**config.mk**
```make
export PLATFORM = sky130hd
export DESIGN_NAME = piso_tx
export DESIGN_NICKNAME = d
export VERILOG_FILES = /design/src/rtl/piso_pkg.sv /design/src/rtl/piso_hold_reg.sv /design/src/rtl/piso_tx.sv
export SDC_FILE = /design/constraint.sdc
export NUM_CORES = 1
export LEC_CHECK = 0
export ABC_AREA = 1
export BUFFER_PORTS_ARGS = -buffer_cell sky130_fd_sc_hd__buf_2
export CORE_MARGIN = 2
export CORE_UTILIZATION = 35
export DETAILED_ROUTE_END_ITERATION = 8
export SETUP_SLACK_MARGIN = 0.05
export SKIP_CTS_REPAIR_TIMING = 1
export SKIP_LAST_GASP = 1
export SLEW_MARGIN = 20
export SYNTH_ARGS = -nofsm -noshare
export SYNTH_HDL_FRONTEND = slang
export SYNTH_SLANG_ARGS = --single-unit
```
**constraint.sdc**
```tcl
create_clock -name clk -period 1.62 [get_ports clk]
set_input_delay 0 -clock clk [delete_from_list [all_inputs] [get_ports clk]]
set_output_delay 0 -clock clk [all_outputs]
set_load 0.02 [all_outputs]
```
**src/rtl/piso_pkg.sv**
```systemverilog
// Shared types and defaults for the parallel-in / serial-out transmitter.
package piso_pkg;
  localparam int DEFAULT_WIDTH = 4;

  typedef enum logic {
    IDLE  = 1'b0,
    SHIFT = 1'b1
  } state_e;
endpackage

```
**src/rtl/piso_hold_reg.sv**
```systemverilog
// One-word holding register with a full flag; load wins over clear.
module piso_hold_reg
  import piso_pkg::*;
#(
  parameter int WIDTH = DEFAULT_WIDTH
) (
  input  logic             clk,
  input  logic             rst,
  input  logic             load_i,
  input  logic             clr_i,
  input  logic [WIDTH-1:0] d_i,
  output logic [WIDTH-1:0] q_o,
  output logic             full_o
);
  logic [WIDTH-1:0] q_q, q_d;
  logic             full_q, full_d;

  always_comb begin
    q_d    = q_q;
    full_d = full_q;
    if (clr_i) full_d = 1'b0;
    if (load_i) begin
      q_d    = d_i;
      full_d = 1'b1;
    end
  end

  always_ff @(posedge clk) begin
    if (rst) begin
      q_q    <= '0;
      full_q <= 1'b0;
    end else begin
      q_q    <= q_d;
      full_q <= full_d;
    end
  end

  assign q_o    = q_q;
  assign full_o = full_q;
endmodule

```
**src/rtl/piso_tx.sv**
```systemverilog
// Serializer: shifter + one-word holding register, back-to-back frames
// without gaps. First bit appears the cycle after the word is loaded.
module piso_tx
  import piso_pkg::*;
#(
  parameter int WIDTH     = DEFAULT_WIDTH,
  parameter bit LSB_FIRST = 1'b0
) (
  input  logic             clk,
  input  logic             rst,
  input  logic [WIDTH-1:0] parallel_in,
  input  logic             in_valid,
  output logic             in_ready,
  output logic             serial_out,
  output logic             frame,
  output logic             last_bit,
  output logic             busy
);
  localparam int CW = (WIDTH > 1) ? $clog2(WIDTH) : 1;

  state_e           state_q;
  logic [WIDTH-1:0] sh_q;
  logic [CW-1:0]    cnt_q;
  logic             serial_q, frame_q;

  logic             hold_full;
  logic [WIDTH-1:0] hold_word;

  logic             accept, at_last, load_sh, hold_to_sh, load_hold;
  logic [WIDTH-1:0] ld_word, ld_rest, sh_next;
  logic             ld_bit, cur_bit;

  assign in_ready   = ~hold_full;
  assign accept     = in_valid & in_ready;
  assign at_last    = (state_q == SHIFT) && (cnt_q == CW'(WIDTH - 1));
  assign hold_to_sh = at_last & hold_full;
  // Direct-to-shifter only when nothing is queued ahead of the new word.
  assign load_sh    = accept & ((state_q == IDLE) | (at_last & ~hold_full));
  assign load_hold  = accept & ~load_sh;

  always_comb begin
    ld_word = hold_to_sh ? hold_word : parallel_in;
    if (LSB_FIRST) begin
      ld_bit  = ld_word[0];
      ld_rest = ld_word >> 1;
      cur_bit = sh_q[0];
      sh_next = sh_q >> 1;
    end else begin
      ld_bit  = ld_word[WIDTH-1];
      ld_rest = ld_word << 1;
      cur_bit = sh_q[WIDTH-1];
      sh_next = sh_q << 1;
    end
  end

  piso_hold_reg #(.WIDTH(WIDTH)) u_hold (
    .clk    (clk),
    .rst    (rst),
    .load_i (load_hold),
    .clr_i  (hold_to_sh),
    .d_i    (parallel_in),
    .q_o    (hold_word),
    .full_o (hold_full)
  );

  always_ff @(posedge clk) begin
    if (rst) begin
      state_q  <= IDLE;
      sh_q     <= '0;
      cnt_q    <= '0;
      serial_q <= 1'b0;
      frame_q  <= 1'b0;
    end else if (load_sh || hold_to_sh) begin
      state_q  <= SHIFT;
      sh_q     <= ld_rest;
      cnt_q    <= '0;
      serial_q <= ld_bit;
      frame_q  <= 1'b1;
    end else if (at_last) begin
      state_q  <= IDLE;
      sh_q     <= '0;
      cnt_q    <= '0;
      serial_q <= 1'b0;
      frame_q  <= 1'b0;
    end else if (state_q == SHIFT) begin
      sh_q     <= sh_next;
      cnt_q    <= cnt_q + CW'(1);
      serial_q <= cur_bit;
    end
  end

  assign serial_out = serial_q;
  assign frame      = frame_q;
  assign last_bit   = frame_q && (cnt_q == CW'(WIDTH - 1));
  assign busy       = (state_q == SHIFT) | hold_full;
endmodule

```
==> qor.csv <==
metric;value;unit
top-count cell post-synth;nand2_1;
die width;45.9;µm
# IOs;12;
Mean Syn Cell Area;7.08;µm²
CP delay by family, top;simple AND/OR/NAND/NOR gates;
static leakage;0.369;nW
Mapped Nets;95;
critical-path cell list;nand3_1, nand2_1, nand2_1, nand2_1, nand3_1, nand2_1, inv_1;
Yosys top cell by area;dfxtp_1;
CP endpoint kind;register;
clock tree buffer depth;2;
Routed wire per std cell;10.7;µm
fin crit period;1.34;ns
synthesized area;616;µm²
Slew Limit Fails;0;
Post-Route Utilization;43.3;%
vias in the first global route;491;
share of layout cells above drive strength 1;26.5;%
first-pass GRT wire length;2080;µm
register area share after synthesis;39.0;%
Tcrit/Tclk final;83.0;%
post-synthesis cell count;87;
asr flop ratio synth;0;%
setup violators final;0;
Setup CP Type;register to register;
Synth warnings;0;
routed vias;563;
GP Congestion;0.857;
Main synth FF type;dfxtp_1;
root buf cell;clkbuf_4;
Overflow after GRT;0;
Num CTS Buffers;3;
WP data required;1.80;ns
DR pass1 iterations;4;
Initial Util;36.4;%
crit-path max cell delay;0.57;ns
post-synth top area share;39.0;%
row count;15;
number of diodes;0;
Setup Skew;0.000567;ns
most used cell along the critical path;nand2_1;
Pwr Density;961;nW/µm²
drt first-iter violations;9;
actual slew at the worst max-slew pin;0.401;ns
maximum VDD drop;0.621;mV
synthesis-stage register bit count;12;
CP max stage cell;dfxtp_1;
Post-DRT Antenna Nets;0;
Post-synth top cells;nand2_1 (21), dfxtp_1 (12), inv_1 (11), nand3_1 (11), a21oi_1 (8);
top cells by area, synth;dfxtp_1 (39%), nand2_1 (13%), nand3_1 (8.9%);
drt drc;0;
worst skew pair latency;0.27;ns
post-DP HPWL;963;µm
Int Power;0.501;mW
area grow syn2layout;18.7;%
sw frac;28.7;%
# clock sinks;12;
Fillers;184;
# port buffers;11;
Critical Path Fanout Max;8;
Max Clk Rate;744;MHz
Worst Hold Class;input port to register;
Layout Nets;111;
core area;1690;µm²
Gate power share;18.1;%
max-cap violations;0;
Yosys cell types;18;
Setup TNS;0;ns
Hold Violations, Final;0;
CTS HTree Levels;1;
EDFF count, synth;0;
Clock transition at path regs;0.08;ns
status;finished clean;
Global Route Usage Sum;14.3;%
reg2reg setup slack;0.28;ns
largest net degree at the start of global routing;9;
Worst Path Buf+Inv;1;
CTS tree;built;
Slew headroom;73.2;%
Psw;0.201;mW
die height;45.9;µm
Routed WL;1280;µm
total die area;2110;µm²
Arr. time, crit path;1.53;ns
Vias per Instance;4.73;
startpoint type of the worst setup path;register;
initial antenna violation count;0;
Flop pwr share;47.5;%
RSZ-0062 raised after global routing;no;
clock network power share;34.4;%
==> metrics by stage <==
stage | std cells | area (µm²) | hold slack, ns | worst slack [ns] | total power [mW]
after floorplan | 87 | 616 | 0.0691 | 0.390 | 0.432
after global placement | 114 | 684 | 0.269 | 0.341 | 0.465
after detailed placement | 114 | 684 | 0.269 | 0.284 | 0.466
after CTS | 118 | 721 | -0.0282 | 0.270 | 0.705
after global routing | 119 | 731 | 0.0171 | 0.152 | 0.735
final | 119 | 731 | 0.00430 | 0.275 | 0.702
==> state kept, by name (all words and copies together), names as in the netlist <==
name,cells
u_hold.q_o,4
sh_q,3
cnt_q,2
frame,1
serial_out,1
u_hold.full_o,1
==> cells in the final DEF (no fill, tap or decap), drive strengths merged, types with 4 or more instances in the layout <==
cell type	instances
clkbuf	4
buf	11
inv	13
nand3	11
a21oi	8
nor2	6
dfxtp	12
o21ai	5
nand2	27
==> metal layers <==
| metal | GRT usage, % | vias up | routed length (µm) |
|---|---|---|---|
| li1 | - | 309 | - |
| met5 | 0 | - | 0 |
| met2 | 21.4 | 10 | 543 |
| met4 | 10.3 | 0 | 38 |
| met3 | 2.38 | 4 | 51 |
| met1 | 18.2 | 240 | 644 |
==> cell type report <==
cell class | instances | area, µm² | share of cell area, %
clock buffers | 4 | 36.3 | 4.97
inverters | 14 | 53.8 | 7.36
multi-input cells | 60 | 314 | 43.0
flip-flops and latches | 12 | 240 | 32.9
well taps | 17 | 21.3 | 2.91
repair buffers | 12 | 65.1 | 8.90
==> path summary, 6_finish.rpt <==
kind	startpoint	endpoint	depth (start not counted)
setup / recovery	frame	serial_out	7
hold / removal	parallel_in[3]	u_hold.q_o[3]	3
hold reg to reg	u_hold.q_o[0]	u_hold.q_o[0]	2
setup reg to reg	frame	serial_out	7
==> worst reg2reg max path: stages (launching register included) <==
cell,delay (ns)
dfxtp_1,0.57
nand3_1,0.29
nand2_1,0.12
nand2_1,0.06
nand2_1,0.07
nand3_1,0.06
nand2_1,0.06
inv_1,0.03
==> power groups by stage <==
stage	Combinational [mW]	Clock, mW	Sequential (mW)
global placement	0.125	0	0.340
floorplan	0.0934	0	0.338
global route	0.141	0.258	0.336
finish	0.127	0.242	0.333
CTS	0.126	0.245	0.334
detailed placement	0.126	0	0.340
==> logic make-up (layout without fill, tap and decap cells) <==
kind of cell | Yosys count | in the layout | share of synthesized area [%]
compound gates | 13 | 13 | 10.6
xor+xnor | 1 | 1 | 1.42
fa+ha+maj | 1 | 1 | 2.03
buf+inv | 15 | 30 | 9.96
flops | 12 | 12 | 39.0
simple gates | 45 | 45 | 37.0
No activity file was read; power rests on OpenSTA's default activity.
